File: src/rtl/join_stage_pkg.sv
// Shared encodings for the two-operand join stage: slot and output state
// machines plus the default operand width.
package join_stage_pkg;

  localparam int DEFAULT_W = 8;

  typedef enum logic [1:0] {
    S_EMPTY = 2'd0,
    S_ACK   = 2'd1,
    S_FULL  = 2'd2
  } slot_state_t;

  typedef enum logic [1:0] {
    O_IDLE = 2'd0,
    O_REQ  = 2'd1,
    O_RTZ  = 2'd2
  } out_state_t;

endpackage

File: src/rtl/join_slot.sv
// One operand slot: accepts a four-phase token, holds it until the joined
// output has been released downstream.
module join_slot
  import join_stage_pkg::*;
#(
  parameter int W = DEFAULT_W
) (
  input  logic         clk,
  input  logic         mr_n,
  input  logic         send_in,
  input  logic [W-1:0] data_in,
  input  logic         rel,
  output logic         ack_out,
  output logic         full,
  output logic [W-1:0] data
);

  slot_state_t state, state_next;
  logic        capture;
  logic        ack_q;
  logic [W-1:0] data_q;

  always_comb begin
    state_next = state;
    capture    = 1'b0;
    case (state)
      S_EMPTY: begin
        if (send_in) begin
          state_next = S_ACK;
          capture    = 1'b1;
        end
      end
      S_ACK: begin
        if (!send_in) state_next = S_FULL;
      end
      // A request arriving on the release edge is deliberately left for a
      // later edge: only EMPTY can capture.
      S_FULL: begin
        if (rel) state_next = S_EMPTY;
      end
      default: state_next = S_EMPTY;
    endcase
  end

  always_ff @(posedge clk) begin
    if (!mr_n) begin
      state  <= S_EMPTY;
      ack_q  <= 1'b0;
      data_q <= '0;
    end else begin
      state <= state_next;
      ack_q <= (state_next == S_ACK);
      if (capture) data_q <= data_in;
    end
  end

  assign ack_out = ack_q;
  assign full    = (state == S_FULL);
  assign data    = data_q;

endmodule

File: src/rtl/join_stage.sv
// Two-input four-phase join: waits for both operand slots to fill, emits
// {A,B} downstream and frees both slots once the output handshake completes.
module join_stage
  import join_stage_pkg::*;
#(
  parameter int W = DEFAULT_W
) (
  input  logic           clk,
  input  logic           MR_n,
  input  logic           Send_in_a,
  input  logic [W-1:0]   Data_in_a,
  output logic           Ack_out_a,
  input  logic           Send_in_b,
  input  logic [W-1:0]   Data_in_b,
  output logic           Ack_out_b,
  output logic           Send_out,
  output logic [2*W-1:0] Data_out,
  input  logic           Ack_in,
  output logic [7:0]     Join_cnt
);

  out_state_t    state, state_next;
  logic          full_a, full_b;
  logic [W-1:0]  data_a, data_b;
  logic          rel;
  logic          load;
  logic          send_q;
  logic [2*W-1:0] data_q;
  logic [7:0]    cnt_q;

  join_slot #(.W(W)) u_slot_a (
    .clk     (clk),
    .mr_n    (MR_n),
    .send_in (Send_in_a),
    .data_in (Data_in_a),
    .rel     (rel),
    .ack_out (Ack_out_a),
    .full    (full_a),
    .data    (data_a)
  );

  join_slot #(.W(W)) u_slot_b (
    .clk     (clk),
    .mr_n    (MR_n),
    .send_in (Send_in_b),
    .data_in (Data_in_b),
    .rel     (rel),
    .ack_out (Ack_out_b),
    .full    (full_b),
    .data    (data_b)
  );

  always_comb begin
    state_next = state;
    rel        = 1'b0;
    load       = 1'b0;
    case (state)
      O_IDLE: begin
        if (full_a && full_b) begin
          state_next = O_REQ;
          load       = 1'b1;
        end
      end
      O_REQ: begin
        if (Ack_in) state_next = O_RTZ;
      end
      // Return-to-zero completes the token; both slots free on this edge.
      O_RTZ: begin
        if (!Ack_in) begin
          state_next = O_IDLE;
          rel        = 1'b1;
        end
      end
      default: state_next = O_IDLE;
    endcase
  end

  always_ff @(posedge clk) begin
    if (!MR_n) begin
      state  <= O_IDLE;
      send_q <= 1'b0;
      data_q <= '0;
      cnt_q  <= 8'd0;
    end else begin
      state  <= state_next;
      send_q <= (state_next == O_REQ);
      if (load) data_q <= {data_a, data_b};
      if (rel)  cnt_q  <= cnt_q + 8'd1;
    end
  end

  assign Send_out = send_q;
  assign Data_out = data_q;
  assign Join_cnt = cnt_q;

endmodule

File: config.mk
export PLATFORM = sky130hd
export DESIGN_NAME = join_stage
export DESIGN_NICKNAME = d
export VERILOG_FILES = /design/src/rtl/join_stage_pkg.sv /design/src/rtl/join_slot.sv /design/src/rtl/join_stage.sv
export SDC_FILE = /design/constraint.sdc
export NUM_CORES = 1
export LEC_CHECK = 0
export CORE_UTILIZATION = 37
export DETAILED_ROUTE_END_ITERATION = 6
export PLACE_DENSITY = 0.66
export SLEW_MARGIN = 5
export SYNTH_ARGS = -nofsm -noshare
export SYNTH_HDL_FRONTEND = slang
export SYNTH_HIERARCHICAL = 1
export SYNTH_SLANG_ARGS = --single-unit
File: constraint.sdc
create_clock -name clk -period 1.5 [get_ports clk]
set_input_delay 0.3 -clock clk [delete_from_list [all_inputs] [get_ports clk]]
set_output_delay 0.3 -clock clk [all_outputs]
set_load 0.05 [all_outputs]
==> impl_results.md <==
* Full die area at 0.00554 mm2
* GP Congestion at 0.778
* Sequential power share at 56.7%
* Post-Route M1 WL at 1.92 mm
* First-pass detailed-route iteration total at 4
* DRC at 0
* #FFs+latches synth at 49
* Peak VDD IR at a little under 500 uV
* First-pass GRT wire length at 6.47 mm
* Worst setup path class: reg2reg
* Vias in the first global route at 1464
* WL met2 at 2.09 mm
* Port Buffers at 47
* Final hold slack at 450 ps
* DRT antenna net count at 0
* Yosys warns at 6
* Clock transition at path regs at 90 ps
* Synthesized cell area at 0.00194 mm2
* Max H-tree Level at 2
* Nature of the critical path endpoint: register
* Tcrit/Tclk final at 95.8%
* I/O pins at 48
* Crit Path Max Fanout at 5
* Power density cells at 814 mW/mm2
* CP Buf/Inv Count at 0
* Via count at 1616
* Crit path largest cell delay at 500 ps
* Final nets at 289
* Vias per cell at 4.78
* Clock sinks at 49
* Initial antenna violation count at 0
* Yosys top cell area share at 50.5%
* Post-synth top area cell: dfxtp_1
* Max-cap violations at 0
* Fin. max-slew vios at 0
* Area of the multi-input gates at 907 um2
* Combinational share of power at 9.4%
* Die Wd at 74.4 um
* Fin crit period at 1440 ps
* Layout cells sized above 1 at between 20% and 30%
* Status: finished clean
* Switching power at 0.585 mW
* Clock network power share at roughly a third
* Crit path launch type: register
* Main area contributors after synthesis: dfxtp_1 (51%), nand2_1 (13%), mux2i_1 (8.8%), a21oi_1 (5.9%), buf_6 (3.5%)
* Antenna diodes at 0
* Clk Latency, worst-skew pair at 300 ps
* Placed insts at 329
* Final non-filler cell total at 338
* Hold Crit Class: in2reg
* Mean Syn Cell Area at 9.25 um2
* Worst slew pin tran at about 270 ps
* CTS tree: yes
* DR WL met3 at 141 um
* Register area at 987 um2
* Cells after synthesis at 210
* Net Count, Synth at 232
* Area delta synth->final at 52.0%
* Slowest CP cell: or4_4
* Sw Ratio at 24.4%
* Family with the most delay on the worst path: simple AND/OR/NAND/NOR gates
* Overall routing resource usage at 15.3%
* Pleak at 1.12 nW
* Row count at 26
* CTS Root Cell: clkbuf_8
* Crit-path cells: ha_1 > nand2_1 > or4_4 > a21oi_1
* WL final at 4.17 mm
* CP arrival at 1660 ps
* Setup violators final at 0
* RSZ-0062 raised after global routing: false
* Internal power at 1.82 mW
* DR top layer: met4
* Final hold viol count at 0
* Seq/Total Area, Yosys at between 50% and 60%
* Fmax at 696 MHz
* Total gr overflow at 0
* Detailed Route Iter0 Violations at between 50 and 60
* Largest net degree at the start of global routing at 39
* Die Y at between 70 and 80 um
* Unique cell type count in the Yosys netlist at 27
* Total power at 2.40 mW
* Clock tree buffer depth at 2
* Req. time, crit path at 1720 ps
* Num CTS Buffers at 5
* Average wire per standard cell at between 10 and 15 um
* Worst Skew at slightly below 10 ps
* Headroom to the max-slew limit at 82.3%
* Fill count at 458
* Area of the core at 0.00507 mm2
* HPWL Detailed at 2.84 mm
* Initial Util at 38.3%
## cells in the mapped netlist, drive strengths merged
library cell / number
a21oi: 23
o21a: 2
and4bb: 2
o31ai: 2
nand2: 68
nor2: 3
ha: 1
nand4bb: 2
or3b: 1
dfxtp: 49
or3: 3
nand4: 1
clkinv: 1
nor3b: 7
and3: 1
or4: 2
clkbuf: 3
xor2: 1
o21ai: 3
buf: 10
and2b: 2
and3b: 4
mux2i: 17
xnor2: 2
## cell type report
cell class,count,share of cell area [%]
clock inverter,3,0.975
sequential,49,33.4
multi-input combinational,148,30.7
clock buffer,5,2.33
timing repair buffer,62,29.4
tap,70,2.97
inverter,1,0.127
## path summary, 6_finish.rpt
path	cells after the start	startpoint	slack (ps)	to
setup / recovery	4	Join_cnt[0]	60	Join_cnt[6]
hold / removal	3	Ack_in	450	state[1]
setup reg to reg	4	Join_cnt[0]	60	Join_cnt[6]
hold reg to reg	2	u_slot_a/data[1]	450	Data_out[9]
## layout by cell type (no fill, tap or decap), types with 3 or more instances in the layout
| cell | n |
|---|---|
| clkbuf_8 | 5 |
| buf_12 | 28 |
| and3b_2 | 4 |
| clkdlybuf4s50_1 | 19 |
| a21oi_1 | 22 |
| nor2_1 | 3 |
| nand2_1 | 68 |
| mux2i_1 | 17 |
| dfxtp_1 | 44 |
| nor3b_1 | 5 |
| or3_2 | 3 |
| buf_4 | 14 |
| o21ai_0 | 3 |
| dfxtp_2 | 5 |
## worst reg2reg max path, cell delays in order, from the launching register on
cell and delay (ps):
dfxtp_2 410, ha_1 190, nand2_1 100, or4_4 500
a21oi_1 170
## registers in the layout, indices dropped and copies added (netlist names)
| register | count |
|---|---|
| state | 2 |
| u_slot_a/state | 2 |
| u_slot_b/data | 8 |
| u_slot_a/data | 8 |
| Send_out | 1 |
| Data_out | 16 |
| Join_cnt | 8 |
| u_slot_a/ack_out | 1 |
| u_slot_b/state | 2 |
| u_slot_b/ack_out | 1 |
## per-layer routing
layer	vias to the layer above	track usage, %
met3	2	3.66
met1	761	18.3
met2	30	27.4
met5	-	0
li1	823	-
met4	0	3.98
## power by group through the flow
stage / Clock [mW] / Sequential, mW / Combinational [mW]
2_1_floorplan: 0 / 1.40 / 0.115
3_3_place_gp: 0 / 1.39 / 0.221
3_5_place_dp: 0 / 1.39 / 0.225
4_1_cts: 0.849 / 1.36 / 0.226
5_1_grt: 0.903 / 1.37 / 0.244
6_report: 0.814 / 1.36 / 0.225
## repair_timing
| action | in CTS | in global routing |
|---|---|---|
| hold buffers | 0 | 0 |
| setup endpoints to repair | 5 | 3 |
| gates resized for setup | 2 | 5 |
| gates cloned | 0 | 1 |
| pin swaps | 0 | 1 |
| setup buffers | 0 | 0 |
## kinds of logic (layout without fill, tap and decap cells)
group	count (synthesis)	count (layout)	share of synthesized area, %
buffers and inverters	14	71	5.22
XOR/XNOR	3	3	1.35
multiplexers	17	17	8.76
flip-flops	49	49	50.5
AO/OA/AOI/OAI	30	30	8.25
AND/OR/NAND/NOR	96	97	25.3
adder cells (fa/ha/maj)	1	1	0.644
## metrics by stage
stage / cell area, um2 / utilization (%) / setup TNS, ps / setup WS [ps]
after CTS: 2920 / 57.5 / 0 / 32.5
after detailed placement: 2800 / 55.3 / -2390 / -421
final: 2950 / 58.2 / 0 / 63.0
after floorplan: 1950 / - / 0 / 45.6
after global placement: 2800 / 55.3 / -2160 / -340
after global routing: 2950 / 58.2 / 0 / 0.634
No activity file was read; power rests on OpenSTA's default activity.
==> edit 1, RTL diff (same settings) <==
`DEFAULT_W`: 8 -> 6.
--- a/src/rtl/join_stage_pkg.sv
+++ b/src/rtl/join_stage_pkg.sv
@@ -2,7 +2,7 @@
 // machines plus the default operand width.
 package join_stage_pkg;
 
-  localparam int DEFAULT_W = 8;
+  localparam int DEFAULT_W = 6;
 
   typedef enum logic [1:0] {
     S_EMPTY = 2'd0,
Interface: changed (resized Data_in_a, Data_in_b and Data_out); port bits go from 48 to 40. No check against the original RTL was run, so the function may have changed too.
==> edit 1 against the unedited design <==
Non-clock buffer count decreased by 11; largest power group unchanged; routed wire length decreased by 23%; sequential cell count down 8; maximum frequency is 1.5% lower; cell area down 15%; power decreased by 16%; setup slack got worse by 0.022 ns; area after synthesis is 16% lower.
==> edit 1: results (changes against the unedited design) <==
largest net degree at the start of global routing 25 (-36%); dpl cells 267 (-19%); Worst R2R Start state[0]; final net count 242 (-16%); Antenna diodes 0 (unchanged); Routed WL 3214 um (-23%); CP top delay family simple AND/OR/NAND/NOR gates; Area contributors post-synth dfxtp_1, nand2_1, mux2i_1, a21oi_1, and3b_2; post-synthesis compound-gate area fraction 7.407% (-0.84 points); max reg flops 12 (-4); CTS root buf clkbuf_8; total track usage 15.97% (+0.64 points); Synth Area in Adders 0.7716% (+0.13 points); Inserted Clock Buffers 5 (unchanged); crit path max-delay cell type or4_4; Slew @ Worst Pin 0.7014 ns (+0.4359 ns); Final Non-Filler Cells 275 (-19%); Worst Reg-to-Reg Cells 3 (-1); FF-to-FF End Join_cnt[5]; worst path arrival time 1.68 ns (+0.02 ns); Worst-path clk slew 0.08 ns; fraction of power spent switching nets 23.19% (-1.2 points); first-pass GRT wire length 5478 um (-15%); leakage 0.9970 nW (-11%); mux cell area share after synthesis 9.259% (+0.50 points); peak fanout along the critical path 5 (unchanged); initial antenna violation count 0 (unchanged); routability congestion estimate 0.7493 (-3.7%); worst vdd ir 0.5465 mV (+13%); Post-Synth XOR/XNOR Area 1.620% (+0.27 points); DRT Pass-1 Iters 4 (unchanged); DPL Wire Length 2325 um (-18%); vias in the first global route 1229 (-16%); layout cell share with drive strength beyond 1 27.56% (+0.69 points); hold path start u_slot_b/data[4]; top-count cell post-synth nand2_1; asr flop ratio synth 0% (unchanged); status completed; Seq/Total Area, Yosys 50.62% (+0.10 points); port buffer count 39 (-17%); Post-Place Worst Slack -0.4606 ns (-0.04007 ns); Unique masters post-synth 29 (+7.4%); r2r setup slk 0.04 ns (-0.02 ns); delay of the slowest cell on the worst path 0.52 ns (+0.02 ns); Hold Path Stages 2 (-1); Post-Syn Instances 173 (-18%); Post-synth top cells nand2_1, dfxtp_1, a21oi_1; type of the tightest min-delay check reg2reg; DR iter-0 viols 76 (+41%); via count 1341 (-17%); final clock skew 0.004265 ns (-0.005477 ns); worst hold endpoint Data_out[4]; syn_nets 191 (-18%)
-- edit 1: cells by family (layout without fill, tap and decap cells) --
logic type / after synthesis / in the layout
simple gates: 82 / 82
xor+xnor: 3 / 3
buf+inv: 9 / 61
flops: 41 / 41
compound gates: 22 / 22
mux: 15 / 15
fa+ha+maj: 1 / 1
-- edit 1: layout make-up --
type                       instances  area (um^2)
multi-input combinational        123        778.2
clock inverter                     3        17.52
tap                               50        62.56
clock buffer                       5        68.82
inverter                           2        7.507
fill                             339         1620
timing repair buffer              51        734.5
sequential                        41        825.8
-- edit 1: worst min-delay path, delay by kind of cell (launching register included) --
kind	cells	cell delay, ns
AO/OA/AOI/OAI	1	0.05
flip-flops	1	0.31
AND/OR/NAND/NOR	1	0.05
-- edit 1: what timing repair did --
action	4_1_cts	5_1_grt
pin swaps	1	0
setup endpoints to repair	3	3
gates resized for setup	3	4
-- edit 1: how the worst max path moves through the flow --
stage,startpoint,end,slack (ns),cells past startpoint
finish,state[0],Join_cnt[5],0.04,3
detailed placement,Ack_in,Join_cnt[5],-0.46,4
CTS,state[0],Join_cnt[5],0.03,3
global route,state[0],Join_cnt[7],-0.008,3
floorplan,state[1],Join_cnt[5],0.006,4
global placement,Ack_in,Join_cnt[5],-0.39,4
-- edit 1: per-stage QoR --
step / hold slack (ns) / TNS [ns] / area (um^2)
after global routing: 0.4663 / -0.007946 / 2495
after CTS: 0.4478 / 0 / 2480
after detailed placement: 0.4465 / -2.378 / 2389
after floorplan: 0.4322 / 0 / 1627
after global placement: 0.4390 / -2.018 / 2389
final: 0.4556 / 0 / 2495
-- edit 1: power groups by stage --
| stage | logic [mW] | clock network (mW) | registers [mW] |
|---|---|---|---|
| 2_1_floorplan | 0.0805 | 0 | 1.17 |
| 3_5_place_dp | 0.198 | 0 | 1.17 |
| 3_3_place_gp | 0.195 | 0 | 1.17 |
| 4_1_cts | 0.198 | 0.708 | 1.14 |
| 5_1_grt | 0.213 | 0.765 | 1.14 |
| 6_report | 0.196 | 0.688 | 1.14 |
-- edit 1: per-layer routing --
layer	part of all wire [%]	GRT usage [%]	up-vias
li1	-	-	688
met2	45	24.63	26
met5	0	0	-
met3	3.6	5.000	6
met4	1.6	7.031	0
met1	50	20.24	621
==> edit 2, RTL diff (same flow settings) <==
Made on the original files. Encoding of `out_state_t`: now one-hot (3 bits for 3 states).
--- a/src/rtl/join_stage_pkg.sv
+++ b/src/rtl/join_stage_pkg.sv
@@ -10,10 +10,10 @@
     S_FULL  = 2'd2
   } slot_state_t;
 
-  typedef enum logic [1:0] {
-    O_IDLE = 2'd0,
-    O_REQ  = 2'd1,
-    O_RTZ  = 2'd2
+  typedef enum logic [2:0] {
+    O_IDLE = 3'b001,
+    O_REQ  = 3'b010,
+    O_RTZ  = 3'b100
   } out_state_t;
 
 endpackage
Formal check against the unedited RTL: no difference found for any inputs over 10 cycles, from zero or initial values; not proved beyond that.
==> edit 2 against the unedited design <==
The run now ends with negative setup slack left; setup slack got worse by 0.076 ns; hold slack better by 0.019 ns; area after synthesis grew 5.0%; highest routed layer unchanged; cell area rose by 2.5%; power grew 0.71%; routed wire length is 9.5% higher; sequential cell count up 1.
==> edit 2: results (changes against the unedited design) <==
metal3 WL 257 um (+82%); Synth Flop Type dfxtp_1; Post-Place Cell Area 0.002903 mm^2 (+3.5%); Final WS setup -0.01289 ns (-0.07584 ns); fillers 462 (+0.87%); Routed WL 4569 um (+9.5%); Clk Latency, worst-skew pair 0.30 ns (about the same); routability congestion estimate 0.7687 (-1.2%); Area contributors post-synth dfxtp_1, mux2i_1, nand2_1, a21oi_1, o21ai_0; final net count 300 (+3.8%); first-pass GRT wire length 7438 um (+15%); DPL Wire Length 3151 um (+11%); hold path start u_slot_a/data[1]; Unique masters post-synth 29 (+7.4%); Post-Place Worst Slack -0.4665 ns (-0.04594 ns); Post-Syn Instances 222 (+5.7%); worst hold slack 0.4684 ns (+0.01890 ns); largest net degree at the start of global routing 43 (+10%); post-DR vias/cell 5.046 (+5.5%); Setup TNS -0.01289 ns (-0.01289 ns); H-Tree Depth 2 (unchanged); final clock skew 0.007698 ns (-0.002043 ns); DR iter-0 viols 113 (+110%); Final setup viols 1 (+1); type of the tightest min-delay check reg2reg; max reg flops 16 (unchanged); Worst Reg-to-Reg Cells 3 (-1); total track usage 15.97% (+0.65 points); peak fanout along the critical path 7 (+2); met1 WL 2093 um (+9.1%); layout cell share with drive strength beyond 1 25.45% (-1.4 points); dpl cells 340 (+3.3%); drt wl/cell 13.09 um (+6.0%); worst hold endpoint u_slot_a/data[1]; crit path from state[1]; Hold Path Stages 2 (-1); met3 usage 3.952% (+0.29 points); port buffer count 47 (unchanged); M1 GR Usage 20.18% (+1.9 points); vias in the first global route 1645 (+12%); Post-synth top cells dfxtp_1, nand2_1, a21oi_1; Slew @ Worst Pin 0.4218 ns (+0.1562 ns); DR WL met2 2137 um (+2.3%); status finished, violations left; M2 GR Usage 25.68% (-1.8 points); worst path arrival time 1.76 ns (+0.10 ns); area of the multi-input gates 947.2 um^2 (+4.4%); failing checks negative setup slack; syn_nets 244 (+5.2%); Seq/Total Area, Yosys 49.08% (-1.4 points); worst vdd ir 0.4802 mV (-1.1%); leakage 1.134 nW (+1.3%); CTS root buf clkbuf_8
[edit 2: cell count changes in the layout (fill, tap and decap cells not counted), moves of 2 or more]
| cell | change |
|---|---|
| or3_2 | -3 |
| inv_1 | +4 |
| dfxtp_2 | +3 |
| nand3_1 | +18 |
| or3_1 | +3 |
| or4b_4 | +2 |
| nand2_1 | -31 |
| dfxtp_1 | -2 |
| o21a_1 | +2 |
| nor3_1 | +2 |
| o21ai_0 | +17 |
[edit 2: worst max-delay path: stages (launching register included)]
cell and delay [ns]:
dfxtp_2 0.34, or4b_4 0.56, or4_4 0.44, a21oi_2 0.12
[edit 2: power breakdown]
group	switching (mW)	leakage, nW	internal (mW)
Sequential	0.0224	0.410	1.37
Clock	0.433	0.0482	0.373
Combinational	0.0982	0.677	0.127
Total	0.553	1.13	1.87
[edit 2: cells by family (layout without fill, tap and decap cells)]
group,after synthesis,in the layout,share of synthesized area [%]
AND/OR/NAND/NOR,83,84,22.33
AO/OA/AOI/OAI,51,51,13.37
flip-flops,50,50,49.08
buffers and inverters,19,75,5.889
multiplexers,16,16,7.853
XOR/XNOR,2,2,0.8591
adder cells (fa/ha/maj),1,1,0.6134
[edit 2: repair_timing]
action                     CTS  global route
gates resized for setup      3             5
pin swaps                    1             1
setup endpoints to repair    8             3
gates cloned                 1             0
[edit 2: area by class of cell]
cell class | instances | share of cell area, %
multi-input cells | 154 | 31.32
inverters | 4 | 0.4965
clock inverters | 1 | 0.1655
flip-flops and latches | 50 | 33.43
repair buffers | 63 | 28.84
clock buffers | 7 | 2.855
well taps | 70 | 2.896
